$ cat config.mk
export PLATFORM = sky130hd
export DESIGN_NAME = audio_adc_capture
export DESIGN_NICKNAME = d
export VERILOG_FILES = /design/src/rtl/audio_pkg.sv /design/src/rtl/audio_adc_capture_sync_fifo.sv /design/src/rtl/audio_adc_capture.sv
export SDC_FILE = /design/constraint.sdc
export NUM_CORES = 1
export LEC_CHECK = 0
export ABC_CLOCK_PERIOD_IN_PS = 2900
export CAP_MARGIN = 20
export CORE_ASPECT_RATIO = 1.5
export CORE_MARGIN = 8
export CORE_UTILIZATION = 50
export DETAILED_ROUTE_END_ITERATION = 12
export DONT_BUFFER_PORTS = 1
export PLACE_DENSITY = 0.73
export SYNTH_ARGS = -nofsm -noshare
export SYNTH_HDL_FRONTEND = slang
export SYNTH_SLANG_ARGS = --single-unit
$ cat constraint.sdc
create_clock -name i_clk -period 2.9 [get_ports i_clk]
set_input_delay 0.435 -clock i_clk [delete_from_list [all_inputs] [get_ports i_clk]]
set_output_delay 0.435 -clock i_clk [all_outputs]
set_load 0.05 [all_outputs]
$ cat src/rtl/audio_pkg.sv
// Shared defaults and types for the codec ADC capture path.
package audio_pkg;
    localparam int DEFAULT_CH_WIDTH = 16;

    typedef logic [2*DEFAULT_CH_WIDTH-1:0] stereo_word_t;

    typedef enum logic [1:0] {
        WAIT_SYNC,
        SKIP,
        SHIFT,
        HOLD
    } cap_state_t;
endpackage

$ cat src/rtl/audio_adc_capture_sync_fifo.sv
// Small first-word-fall-through FIFO; the head word is visible whenever the FIFO is non-empty.
module sync_fifo #(
    parameter int WIDTH = 32,
    parameter int DEPTH = 4
) (
    input  logic                      clk,
    input  logic                      rst_n,
    input  logic                      push,
    input  logic [WIDTH-1:0]          push_data,
    output logic                      full,
    input  logic                      pop,
    output logic [WIDTH-1:0]          pop_data,
    output logic                      empty,
    output logic [$clog2(DEPTH):0]    level
);
    localparam int AW = $clog2(DEPTH);

    logic [WIDTH-1:0] mem [DEPTH];
    logic [AW-1:0]    wr_ptr_reg;
    logic [AW-1:0]    rd_ptr_reg;
    logic [AW:0]      level_reg;
    logic             do_push;
    logic             do_pop;

    assign full     = (level_reg == (AW+1)'(DEPTH));
    assign empty    = (level_reg == '0);
    assign do_pop   = pop & ~empty;
    // A full FIFO still accepts a word when the head leaves in the same cycle.
    assign do_push  = push & (~full | do_pop);
    assign level    = level_reg;
    assign pop_data = empty ? '0 : mem[rd_ptr_reg];

    always_ff @(posedge clk) begin
        if (do_push) begin
            mem[wr_ptr_reg] <= push_data;
        end
    end

    always_ff @(posedge clk) begin
        if (!rst_n) begin
            wr_ptr_reg <= '0;
            rd_ptr_reg <= '0;
            level_reg  <= '0;
        end else begin
            if (do_push) wr_ptr_reg <= wr_ptr_reg + AW'(1);
            if (do_pop)  rd_ptr_reg <= rd_ptr_reg + AW'(1);
            case ({do_push, do_pop})
                2'b10:   level_reg <= level_reg + (AW+1)'(1);
                2'b01:   level_reg <= level_reg - (AW+1)'(1);
                default: level_reg <= level_reg;
            endcase
        end
    end
endmodule

$ cat src/rtl/audio_adc_capture.sv
// I2S ADC receiver: oversamples the codec pins, assembles {left,right} words and queues them
// for the recording core on a ready/valid port.
module audio_adc_capture
    import audio_pkg::*;
#(
    parameter int CH_WIDTH    = DEFAULT_CH_WIDTH,
    parameter int FIFO_DEPTH  = 4,
    parameter int SYNC_STAGES = 2
) (
    input  logic                          i_clk,
    input  logic                          i_rst_n,
    input  logic                          i_enable,
    input  logic                          i_aud_bclk,
    input  logic                          i_aud_adclrck,
    input  logic                          i_aud_adcdat,
    output logic [2*CH_WIDTH-1:0]         o_audio_data,
    output logic                          o_audio_valid,
    input  logic                          i_audio_ready,
    output logic                          o_overflow,
    input  logic                          i_clear_overflow,
    output logic [$clog2(FIFO_DEPTH):0]   o_fifo_level
);
    localparam int CNT_W = $clog2(CH_WIDTH);
    localparam logic [CNT_W-1:0] LAST_BIT = CNT_W'(CH_WIDTH - 1);

    logic [2:0] pins;
    logic       bclk_s, lr_s, dat_s;
    assign pins = {i_aud_bclk, i_aud_adclrck, i_aud_adcdat};

    for (genvar gi = 0; gi < SYNC_STAGES; gi++) begin : g_sync
        logic [2:0] q_reg;
        if (gi == 0) begin : g_first
            always_ff @(posedge i_clk) begin
                if (!i_rst_n) q_reg <= '0;
                else          q_reg <= pins;
            end
        end else begin : g_rest
            always_ff @(posedge i_clk) begin
                if (!i_rst_n) q_reg <= '0;
                else          q_reg <= g_sync[gi-1].q_reg;
            end
        end
    end
    assign {bclk_s, lr_s, dat_s} = g_sync[SYNC_STAGES-1].q_reg;

    logic bclk_prev_reg, lr_last_reg;
    logic bclk_rise, lr_fall, lr_rise;
    assign bclk_rise = bclk_s & ~bclk_prev_reg;
    assign lr_fall   = bclk_rise & lr_last_reg & ~lr_s;
    assign lr_rise   = bclk_rise & ~lr_last_reg & lr_s;

    cap_state_t          state_reg, state_next;
    logic [CNT_W-1:0]    bit_cnt_reg, bit_cnt_next;
    logic [CH_WIDTH-2:0] shift_reg, shift_next;
    logic [CH_WIDTH-1:0] left_reg, left_next, right_reg, right_next;
    logic                chan_reg, chan_next;
    logic [CH_WIDTH-1:0] shift_in;
    logic                push;
    assign shift_in = {shift_reg, dat_s};

    always_ff @(posedge i_clk) begin
        if (!i_rst_n) begin
            bclk_prev_reg <= 1'b0;
            lr_last_reg   <= 1'b0;
            state_reg     <= WAIT_SYNC;
            bit_cnt_reg   <= '0;
            shift_reg     <= '0;
            left_reg      <= '0;
            right_reg     <= '0;
            chan_reg      <= 1'b0;
        end else begin
            bclk_prev_reg <= bclk_s;
            if (bclk_rise) lr_last_reg <= lr_s;
            state_reg     <= state_next;
            bit_cnt_reg   <= bit_cnt_next;
            shift_reg     <= shift_next;
            left_reg      <= left_next;
            right_reg     <= right_next;
            chan_reg      <= chan_next;
        end
    end

    // The I2S delay bit is the one sampled on the LR-edge rise itself, so SKIP only
    // lasts one clock to rearm the counter; the next BCLK rise carries the MSB.
    always_comb begin
        state_next   = state_reg;
        bit_cnt_next = bit_cnt_reg;
        shift_next   = shift_reg;
        left_next    = left_reg;
        right_next   = right_reg;
        chan_next    = chan_reg;
        push         = 1'b0;
        if (!i_enable) begin
            state_next = WAIT_SYNC;
        end else begin
            case (state_reg)
                WAIT_SYNC: begin
                    if (lr_fall) begin
                        chan_next  = 1'b0;
                        state_next = SKIP;
                    end
                end
                SKIP: begin
                    bit_cnt_next = '0;
                    state_next   = (lr_fall || lr_rise) ? WAIT_SYNC : SHIFT;
                end
                SHIFT: begin
                    if (lr_fall || lr_rise) begin
                        state_next = WAIT_SYNC;
                    end else if (bclk_rise) begin
                        shift_next   = shift_in[CH_WIDTH-2:0];
                        bit_cnt_next = bit_cnt_reg + CNT_W'(1);
                        if (bit_cnt_reg == LAST_BIT) begin
                            if (chan_reg) right_next = shift_in;
                            else          left_next  = shift_in;
                            state_next = HOLD;
                        end
                    end
                end
                HOLD: begin
                    if (lr_rise) begin
                        chan_next  = 1'b1;
                        state_next = SKIP;
                    end else if (lr_fall) begin
                        push       = chan_reg;
                        chan_next  = 1'b0;
                        state_next = SKIP;
                    end
                end
                default: state_next = WAIT_SYNC;
            endcase
        end
    end

    logic fifo_full, fifo_empty, pop, drop, overflow_reg;
    assign o_audio_valid = ~fifo_empty;
    assign pop           = o_audio_valid & i_audio_ready;
    assign drop          = push & fifo_full & ~pop;
    assign o_overflow    = overflow_reg;

    always_ff @(posedge i_clk) begin
        if (!i_rst_n)              overflow_reg <= 1'b0;
        else if (drop)             overflow_reg <= 1'b1;
        else if (i_clear_overflow) overflow_reg <= 1'b0;
    end

    sync_fifo #(
        .WIDTH (2*CH_WIDTH),
        .DEPTH (FIFO_DEPTH)
    ) u_fifo (
        .clk       (i_clk),
        .rst_n     (i_rst_n),
        .push      (push),
        .push_data ({left_reg, right_reg}),
        .full      (fifo_full),
        .pop       (pop),
        .pop_data  (o_audio_data),
        .empty     (fifo_empty),
        .level     (o_fifo_level)
    );
endmodule
Yosys cells after proc, flatten, opt, wreduce, memory -nomap -nowiden. Memory sizes are Yosys's and may differ from the RTL's. A register that Yosys moved wholly into a read port is not among the register bits. Cells that the tools add are included.

Bits in registers: 70. Memories: 1. RAM bits: 128. Input bits: 8. Output and inout port bits: 37. Word-level logic and storage cells: 89.

Bitwise gates (word level): 19. Add/subtract/negate cells: 5. Equal/unequal tests: 11. Reductions and logical operators: 14. Mux-type cells: 25.

Memory list: u_fifo.mem (depth 4, bits a word 32, rd ports 1, clocked after Yosys merged registers in 1, wr ports 1, line audio_adc_capture_sync_fifo.sv:18) `logic [WIDTH-1:0] mem [DEPTH];`.

Operators by type and width (count): 32-bit 2-to-1 mux (1); 2-bit 2-to-1 mux (8); 6-bit AND reduction (2); 1-bit AND (10); 1-bit 2-to-1 mux (10); 4-bit 2-to-1 mux (2); 1-bit NOT (8); 2-bit one-hot mux with 4 select lines (1); 4-bit one-hot mux with 2 select lines (1); 4-bit AND reduction (2); 2-bit nonzero test (4); 2-bit equality test, second input constant (3); 3-bit != test, second input constant (2); 3-bit one-hot mux with 2 select lines (1); 2-bit AND reduction (3); 2-bit by 1-bit adder with 2-bit output, second input constant (2); 4-bit by 1-bit adder with 4-bit output, second input constant (1); 2-bit by 1-bit equality test with 1-bit output, second input constant (2); 4-bit equality test, second input constant (1); 2-bit != test, second input constant (2); 3-bit by 1-bit adder with 3-bit output, second input constant (1); 3-bit equality test, second input constant (1); 3-bit logical NOT (1); 3-bit by 1-bit subtractor with 3-bit output, second input constant (1); other kinds (4) (4).

Logic depth before layout (Yosys ltp).
Depth in word-level cells: 11. Mapped depth: 11. Gate-level depth less buffers: 10.

By module. Synthesis repeated with hierarchy kept, for this count alone.

Cell total of the unflattened synthesis: 548. Area total of the unflattened synthesis: 7922.6 µm².

By module, submodules not included: sync_fifo (times used 1, sequential area each 4023.9 µm², area each 5408.9 µm², cells each 270); audio_adc_capture (times used 1, sequential area each 1261.2 µm², area each 2513.7 µm², cells each 278).

Worst setup path before layout. Ideal clock, no wire load.

Path type: register -> register. Start: reg u_fifo.level_reg[2] (netlist: u_fifo.level[2]). End: reg u_fifo.level_reg[2] (netlist: u_fifo.level[2]). Required time: 2.824 ns. Stages on the path, launching flop included: 11. Data arrival time: 2.605 ns. Slack: 0.219 ns. Buffers on the path: 1. Clock period less this slack: 2.681 ns. Library setup time: 0.076 ns. Path through: dfxtp_1 -> or4b_1 -> and3_1 -> buf_6 -> inv_1 -> ha_1 -> inv_1 -> fa_1 -> xor2_1 -> or3_1 -> a21boi_0.

Cells in the longest elaborated chain, start to end: 8. Elaborated cells on any way between the ends: 14. Those cells by class: 2 x add/sub; 3 x eq/ne; 1 x mux; 6 x bitwise; 2 x reduce/logical.

Ends and longest elaborated chain: start, declared (line audio_adc_capture_sync_fifo.sv:21) `logic [AW:0] level_reg;`; start signal, assigned (line audio_adc_capture_sync_fifo.sv:48) `2'b10: level_reg <= level_reg + (AW+1)'(1);`; start signal, assigned (line audio_adc_capture_sync_fifo.sv:49) `2'b01: level_reg <= level_reg - (AW+1)'(1);`; start signal, assigned (line audio_adc_capture_sync_fifo.sv:50) `default: level_reg <= level_reg;`; 3-bit logical NOT (line audio_adc_capture_sync_fifo.sv:26) `assign empty = (level_reg == '0);`; 1-bit NOT (line audio_adc_capture_sync_fifo.sv:27, audio_adc_capture.sv:136); 1-bit AND (line audio_adc_capture.sv:137) `assign pop = o_audio_valid & i_audio_ready;`; 1-bit AND (line audio_adc_capture_sync_fifo.sv:27) `assign do_pop = pop & ~empty;`; 1-bit OR (line audio_adc_capture_sync_fifo.sv:29) `assign do_push = push & (~full | do_pop);`; 1-bit AND (line audio_adc_capture_sync_fifo.sv:29); 2-bit by 1-bit equality test with 1-bit output / 2-bit equality test (equally long branches) (line audio_adc_capture_sync_fifo.sv:47) `case ({do_push, do_pop})`; 3-bit one-hot mux with 2 select lines / 2-bit nonzero test (equally long branches).

Parallel ways exist; a longest one is shown, timed or not. A chain may end at the register's enable or synchronous reset.

Worst setup path in the final report.
Start: reg u_fifo.level_reg[0] (netlist: u_fifo.level[0]). End: reg u_fifo.level_reg[2] (netlist: u_fifo.level[2]).

The elaborated chain is that of the path after synthesis.

==> results.sh <==
export IMPL_status="complete, no violations"
export IMPL_fmaxAchievable_mhz=394
export IMPL_maxCapViolCount=0
export IMPL_swShare=0.194
export IMPL_drive_gt1_frac=0.204
export IMPL_cts_sinks=200
export IMPL_root_buffer="clkbuf_16"
export IMPL_cts_tree="done"
export IMPL_crit_path_max_incr_delay_ps=560
export IMPL_worst_pin_slew_ps=531
export IMPL_synth_fp_nets=544
export IMPL_cts_buffers=17
export IMPL_worst_path_max_delay_cell="or4b_1"
export IMPL_placed_area_sq_um=8590
export IMPL_vdd_drop_max_uv=439
export IMPL_synth_edf_count=128
export IMPL_seqPwrFrac=0.580
export IMPL_via_per_inst=5.48
export IMPL_p_sw_mw=1.00
export IMPL_cts_resized=0
export IMPL_max_slew_margin_rel=0.646
export IMPL_ys_ff_latch=200
export IMPL_period_minus_slack_ps=2540
export IMPL_clock_power_share=0.417
export IMPL_grt_overflow_total=0
export IMPL_rsz0062_at_grt="false"
export IMPL_syn_area_sq_um=7730
export IMPL_cts_setup_buffers=0
export IMPL_dieHeight_um=168
export IMPL_nets=576
export IMPL_io_buffer_count=0
export IMPL_setup_violations=0
export IMPL_fillerInstances=1128
export IMPL_drt_total_wl_mm=13.5
export IMPL_clk_latency_ps=430
export IMPL_finalSetupTns_ps=0
export IMPL_hold_violations=0
export IMPL_die_area_sq_um=19800
export IMPL_grt_pass1_vias=4436
export IMPL_synth_flop_cell="edfxtp_1"
export IMPL_skew_ps=10.4
export IMPL_place_hpwl_mm=8.57
export IMPL_area_growth_pct=18.2
export IMPL_grt_pass1_wl_mm=22.0
export IMPL_cp_arrival_ps=2890
export IMPL_antenna_cells=0
export IMPL_syn_inst=524
export IMPL_worstSetupPathType="flip-flop to flip-flop"
export IMPL_core_sq_um=15100
export IMPL_p_leak_nw=3.35
export IMPL_gp_routability_congestion=0.695
export IMPL_io_pins=45
export IMPL_wire_per_inst_um=17.6
export IMPL_post_route_period_util=0.874
export IMPL_seq_area_frac_synth=0.684
export IMPL_cp_required_ps=3260
export IMPL_register_area_sq_um=5290
export IMPL_htree_levels=4
export IMPL_path_cells="or4b_1, and3_1, inv_1, ha_1, inv_1, fa_1, xor2_1, or3_1, a21boi_0"
export IMPL_slew_violations=0
export IMPL_startpoint_type="flip-flop"
export IMPL_track_usage=0.142
export IMPL_die_w_um=118
export IMPL_drtAntennaViolNets=0
export IMPL_syn_mean_instance_area_sq_um=14.7
export IMPL_path_clk_slew_ps=70
export IMPL_cp_max_fo=7
export IMPL_hold_buffers=0
export IMPL_multiInputGateArea_sq_um=2260
export IMPL_stdcell_area_sq_um=9140
export IMPL_async_reset_ff_frac=0
export IMPL_synth_cell_types=46
export IMPL_cts_buffer_depth=2
export IMPL_antenna_found_initial=0
export IMPL_internal_power_mw=4.17
export IMPL_num_vias=4206
export IMPL_drtIter0Drc=325
export IMPL_worst_setup_path_end_kind="flip-flop"
export IMPL_yosysWarnings=0
export IMPL_hp_class="input port to flip-flop"
export IMPL_route_detailed_drc=0
export IMPL_drt_pass1_iterations=7
export IMPL_power_density_nw_per_um2=566
export IMPL_initial_core_util=0.510
export IMPL_row_count=55
export IMPL_cp_common_cell="inv_1"
export IMPL_combPwrFrac=0.003
export IMPL_grt_max_degree=86
export IMPL_largest_reg_flops=128
worst max-delay path, delay by kind of cell (launching register included):
family                   cells  cell delay, ps
AND/OR/NAND/NOR              3            1120
buffers and inverters        2             150
XOR/XNOR                     1             170
flip-flops                   1             310
AO/OA/AOI/OAI                1             160
adder cells (fa/ha/maj)      2             560
layer usage:
layer | vias to the layer above | GRT usage | wire length [um]
met3 | 20 | 0.0362 | 552
li1 | 1991 | - | -
met1 | 2110 | 0.133 | 4840
met5 | - | 0 | 0
met2 | 85 | 0.276 | 7830
met4 | 0 | 0.0710 | 268
power by group through the flow:
stage | Combinational (mW) | Clock [mW] | Sequential (mW)
floorplan | 0.0261 | 0 | 3.06
global placement | 0.0143 | 0 | 3.06
detailed placement | 0.0145 | 0 | 3.06
CTS | 0.0146 | 2.20 | 3.00
global route | 0.0156 | 2.30 | 3.00
finish | 0.0145 | 2.16 | 3.00
final cells by class:
class,count,area share
tap,199,0.0273
sequential,200,0.579
timing repair buffer,44,0.0827
inverter,9,0.00370
clock inverter,11,0.00945
clock buffer,21,0.0505
multi-input combinational,284,0.248
synth_stat cells, types with 7 or more instances:
master / n / area (sq um)
clkbuf_1: 15 / 56.3
inv_1: 9 / 33.8
nor2b_1: 7 / 43.8
o21ai_0: 29 / 145
buf_2: 9 / 45.0
ha_1: 11 / 138
dfxtp_1: 72 / 1440
and2_1: 48 / 300
nand2_1: 53 / 199
o21ai_1: 7 / 35.0
edfxtp_1: 128 / 3840
a21boi_0: 8 / 60.1
mux4_2: 32 / 721
nand3_1: 35 / 175
a21boi_1: 9 / 67.6
kinds of logic after synthesis:
group,Yosys count,synth area share
flip-flops,200,0.684
AND/OR/NAND/NOR,169,0.118
AO/OA/AOI/OAI,60,0.0469
buffers and inverters,40,0.0233
multiplexers,35,0.0971
adder cells (fa/ha/maj),12,0.0204
XOR/XNOR,8,0.0100
stage by stage:
stage / setup slack [ps] / util / power (mW) / hold WS, ps / std cells
3_5_place_dp: 278 / 0.567 / 3.08 / 426 / 736
3_3_place_gp: 392 / 0.567 / 3.07 / 422 / 736
5_1_grt: 209 / 0.603 / 5.31 / 115 / 768
6_report: 364 / 0.603 / 5.17 / 134 / 768
4_1_cts: 346 / 0.603 / 5.21 / 113 / 768
2_1_floorplan: 219 / - / 3.09 / 412 / 524
cell usage in the layout (no fill, tap or decap), types with 2 or more instances in the layout:
cell type / netlist / routed
a21boi_0: 8 / 8
a21boi_1: 9 / 9
and2_1: 48 / 48
and2_2: 4 / 4
and3_1: 5 / 5
buf_12: 0 / 34
buf_4: 1 / 10
clkbuf_1: 15 / 3
clkbuf_16: 0 / 18
clkinv_2: 0 / 2
clkinv_4: 0 / 3
dfxtp_1: 72 / 71
edfxtp_1: 128 / 128
ha_1: 11 / 11
inv_1: 9 / 9
inv_6: 0 / 5
mux2i_1: 3 / 3
mux4_2: 32 / 32
nand2_1: 53 / 53
nand3_1: 35 / 35
nand4_1: 2 / 2
nor2_1: 2 / 2
nor2b_1: 7 / 7
o21ai_0: 29 / 29
o21ai_1: 7 / 7
or3_1: 2 / 2
xnor2_1: 4 / 4
xor2_1: 3 / 3
final timing paths:
| check | end | cells after the start | slack, ps | start |
|---|---|---|---|---|
| max | u_fifo.level[2]$_SDFFE_PN0P_ | 9 | 360 | u_fifo.level[0]$_SDFFE_PN0P_ |
| max reg2reg | u_fifo.level[2]$_SDFFE_PN0P_ | 9 | 360 | u_fifo.level[0]$_SDFFE_PN0P_ |
| min reg2reg | g_sync[1].q_reg[1]$_SDFF_PN0_ | 1 | 440 | g_sync[0].q_reg[1]$_SDFF_PN0_ |
| min | u_fifo.level[1]$_SDFFE_PN0P_ | 1 | 130 | i_rst_n |
Power figures use the tool's default switching activity.
==> RTL edit 1 (config.mk and constraints unchanged) <==
The parameter `FIFO_DEPTH` goes from 4 to 8.
--- a/src/rtl/audio_adc_capture.sv
+++ b/src/rtl/audio_adc_capture.sv
@@ -4,7 +4,7 @@
     import audio_pkg::*;
 #(
     parameter int CH_WIDTH    = DEFAULT_CH_WIDTH,
-    parameter int FIFO_DEPTH  = 4,
+    parameter int FIFO_DEPTH  = 8,
     parameter int SYNC_STAGES = 2
 ) (
     input  logic                          i_clk,
Interface: changed (resized o_fifo_level); port bits go from 45 to 46. No check against the original RTL was run, so the function may have changed too.
==> RTL edit 1 against the original RTL <==
  * Sequential cell count increased by 132
  * Sequential power increased by 68%
  * Hold slack worse by 0.12 ns
  * Area after synthesis increased by 67%
  * Setup slack got worse by 0.22 ns
  * Cell area is 61% higher
  * Global-route usage is 2.2 points higher
  * Wire length up 86%
  * Total power up 69%
  * Maximum frequency shrank 7.9%
  * Critical endpoint is now o_audio_data[31]
==> RTL edit 1: results (changes against the original RTL) <==
status complete, no violations (unchanged); met3 wirelength from detailed routing 833 um (was 552 um); Reg2Reg Launch Point state_reg[1] (was u_fifo.level[0]); critical path arrival 2.32 ns (was 2.89 ns); leakage component of the power 0.00521 uW (was 0.00335 uW); global-route wire length before repair 40,200 um (was 22,000 um); ratio of cells with drive above 1 in the final layout 22.7% (was 20.4%); total clock buffers created by CTS 28 (was 17); Worst Max-Slew Pin Slew 0.678 ns (was 0.531 ns); EDFF count, synth 256 (was 128); via count of the first global-routing pass 7,170 (was 4,436); dominant cells by area after synthesis edfxtp_1, dfxtp_1, mux4_2 (unchanged); met2 capacity usage during global routing 30.8% (was 27.6%); maximum cell stage delay along the critical path 0.47 ns (was 0.56 ns); Worst path top cell family by delay multiplexers (was simple AND/OR/NAND/NOR gates); maximum number of pins on one net before global-route repair 100 (was 86); minimum setup slack among reg-to-reg paths 0.26 ns (was 0.36 ns); total cell area at the placement stage 0.0138 mm^2 (was 0.00859 mm^2); 1st-iter DRT viols 492 (was 325); Vias 6,548 (was 4,206); number of levels in the clock H-tree 1 (was 4); Placed Cells incl. Taps 1,093 (was 736); WHS Endpoint bclk_prev_reg (was u_fifo.level[1]); detailed-routed wire length on met2 14,000 um (was 7830 um); worst reg-to-reg path cell count 10 (was 9); final-stage net count 812 (was 576); met3 capacity usage during global routing 2.21% (was 3.62%); post-DP HPWL 15,100 um (was 8570 um); Worst Clk Skew 0.0152 ns (was 0.0104 ns); sequential share of the synthesized area 71.2% (was 68.4%)
==> RTL edit 1: cell types whose count changed in the layout (fill, tap and decap cells not counted), moves of 17 or more <==
| cell | before | now |
|---|---|---|
| mux2i_1 | 3 | 69 |
| buf_12 | 34 | 10 |
| mux4_2 | 32 | 64 |
| buf_4 | 10 | 45 |
| nor2b_1 | 7 | 24 |
| nor2_1 | 2 | 37 |
| and2_1 | 48 | 13 |
| edfxtp_1 | 128 | 256 |
==> RTL edit 1: area by class of cell <==
class                      count  area, um^2
clock buffer                  44         858
fill                        1896       10800
sequential                   332        9220
tap                          333         417
clock inverter                 8        51.3
multi-input combinational    364        3590
timing repair buffer          59         579
inverter                       8        30.0
==> RTL edit 1: repair_timing <==
item / 4_1_cts / 5_1_grt
setup buffers: 0 / 0
hold buffers: 3 / 0
hold endpoints to repair: 2 / 0
gates resized for setup: 1 / 0
endpoints found under the setup margin: 1 / 0
==> RTL edit 1: how the worst max path moves through the flow <==
stage	slack [ns]	endpoint
floorplan	0.05	u_fifo.mem[2][0]
global placement	0.46	u_fifo.level[2]
detailed placement	0.29	u_fifo.level[2]
CTS	0.06	o_audio_data[31]
global route	0.01	o_audio_data[31]
finish	0.15	o_audio_data[31]
==> RTL edit 1: power groups by stage <==
stage | clock network, uW | logic (uW) | registers (uW)
floorplan | 0 | 32.1 | 5160
global placement | 0 | 16.7 | 5160
detailed placement | 0 | 17.6 | 5160
CTS | 3730 | 20.8 | 5050
global route | 3940 | 22.7 | 5050
finish | 3660 | 20.9 | 5050
==> RTL edit 1: kinds of logic after synthesis <==
group / synth area share, %
flops: 71.2
simple gates: 6.60
mux: 16.5
buf+inv: 1.83
compound gates: 2.23
fa+ha+maj: 1.06
xor+xnor: 0.533
==> RTL edit 2 (same settings) <==
Made on the original files. Put a register stage on the output `o_fifo_level`. The value now appears one clock later. The other outputs are not delayed to match.
--- a/src/rtl/audio_adc_capture.sv
+++ b/src/rtl/audio_adc_capture.sv
@@ -22,6 +22,8 @@
 );
     localparam int CNT_W = $clog2(CH_WIDTH);
     localparam logic [CNT_W-1:0] LAST_BIT = CNT_W'(CH_WIDTH - 1);
+
+    logic [$clog2(FIFO_DEPTH):0] o_fifo_level_d;
 
     logic [2:0] pins;
     logic       bclk_s, lr_s, dat_s;
@@ -156,6 +158,10 @@
         .pop       (pop),
         .pop_data  (o_audio_data),
         .empty     (fifo_empty),
-        .level     (o_fifo_level)
+        .level     (o_fifo_level_d)
     );
+    always_ff @(posedge i_clk) begin
+        o_fifo_level <= o_fifo_level_d;
+    end
+
 endmodule
Behaviour: no difference found for any inputs over 10 cycles, from zero or initial values and one cycle with i_rst_n low; that may be too few to reach the edited logic, so the function may still have changed.
==> RTL edit 2 against the original RTL <==
  * Critical endpoint unchanged
  * Area after synthesis is 0.62% higher
  * Sequential cell count increased by 3
  * Total power rose by 1.7%
  * Setup slack got worse by 0.058 ns
  * Cell area down 5.3%
  * Maximum frequency down 2.2%
  * Wire length up 2.4%
==> RTL edit 2: results (changes against the original RTL) <==
sequential share of the synthesized area 68.7% (was 68.4%); global-route wire length before repair 22,500 um (was 22,000 um); drt total wl 13,800 um (was 13,500 um); total clock buffers created by CTS 18 (was 17); Yosys cell types 42 (was 46); post-DP HPWL 8390 um (was 8570 um); insertion delay to the later sink of the worst-skew pair 0.48 ns (was 0.43 ns); Final Hold Viols 0 (unchanged); ratio of cells with drive above 1 in the final layout 16.7% (was 20.4%); Vias 4,072 (was 4,206); overall track demand over capacity in global routing 14.0% (was 14.2%); Worst Max-Slew Pin Slew 0.725 ns (was 0.531 ns); dominant cells by area after synthesis edfxtp_1, dfxtp_1, mux4_2 (unchanged); mean area per synthesized cell 15.2 um^2 (was 14.7 um^2); worst ir drop on vdd 0.512 mV (was 0.439 mV); Placed Cells incl. Taps 710 (was 736); met1 Track Usage GR 14.5% (was 13.3%); total cell area at the placement stage 0.00811 mm^2 (was 0.00859 mm^2); net count of the mapped netlist 530 (was 544); number of optimization iterations in the first detailed-route pass 4 (was 7); Worst Clk Skew 0.0131 ns (was 0.0104 ns); via count of the first global-routing pass 4,321 (was 4,436); Fill cells 1,222 (was 1,128); critical path arrival 2.99 ns (was 2.89 ns); met2 capacity usage during global routing 27.0% (was 27.6%); CTS Buffer Depth 3 (was 2); maximum number of pins on one net before global-route repair 85 (was 86); Psw 981 uW (was 1000 uW); detailed-routing wirelength on met1 5030 um (was 4840 um); met3 capacity usage during global routing 2.77% (was 3.62%); routed via count divided by cell count 5.49 (was 5.48); final-stage net count 547 (was 576); status complete, no violations (unchanged); number of levels in the clock H-tree 1 (was 4); met3 wirelength from detailed routing 599 um (was 552 um); worst setup timing slack at the placement stage 0.246 ns (was 0.278 ns); 1st-iter DRT viols 201 (was 325); ranking of synthesized cells by instance count edfxtp_1, dfxtp_1, and2_1, o21ai_0, nand3_1 (was edfxtp_1, dfxtp_1, nand2_1, and2_1, nand3_1)
==> RTL edit 2: changes by cell type after synthesis, sizes merged, moves of 2 or more <==
cell and change:
dfxtp +3, nand2 -30, a21oi +2, or3 +2
mux2i +14, buf -3, nor2b +15, o21ai +2
and3 -3, a21boi -13
==> RTL edit 2: worst register-to-register path: stages (launching register included) <==
cell and delay, ns:
dfxtp_1 0.35, or4b_1 0.56, and3_1 0.25, inv_1 0.08, ha_1 0.20, inv_1 0.08
fa_1 0.37, xor2_1 0.16, or3_1 0.30, a21boi_0 0.18
==> RTL edit 2: area by class of cell <==
class	instances	area share [%]
Sequential cell	203	61.8
Multi-Input combinational cell	269	26.2
Clock buffer	25	5.87
Tap cell	203	2.93
Timing Repair Buffer	25	2.31
Clock inverter	7	0.448
Inverter	10	0.434
==> RTL edit 2: power by group through the flow <==
stage	logic (uW)	registers (uW)	clock network, uW
2_1_floorplan	25.9	3100	0
3_3_place_gp	14.7	3100	0
3_5_place_dp	15.1	3100	0
4_1_cts	15.1	3040	2240
5_1_grt	15.9	3040	2350
6_report	15.2	3040	2200
==> RTL edit 2: path summary, 6_finish.rpt <==
kind                                      start               to  slack (ns)  cells after the start
worst max-delay path            u_fifo.level[0]  u_fifo.level[2]        0.31                      9
worst min-delay path                    i_rst_n  u_fifo.level[1]        0.09                      1
worst max register to register  u_fifo.level[0]  u_fifo.level[2]        0.31                      9
worst min register to register  u_fifo.level[2]  o_fifo_level[2]        0.39                      0
==> RTL edit 2: cell families after synthesis <==
logic type / after synthesis / synth area share, %
compound gates: 50 / 3.62
xor+xnor: 7 / 0.885
fa+ha+maj: 12 / 2.03
buf+inv: 38 / 2.08
flops: 203 / 68.7
mux: 49 / 11.5
simple gates: 151 / 11.2
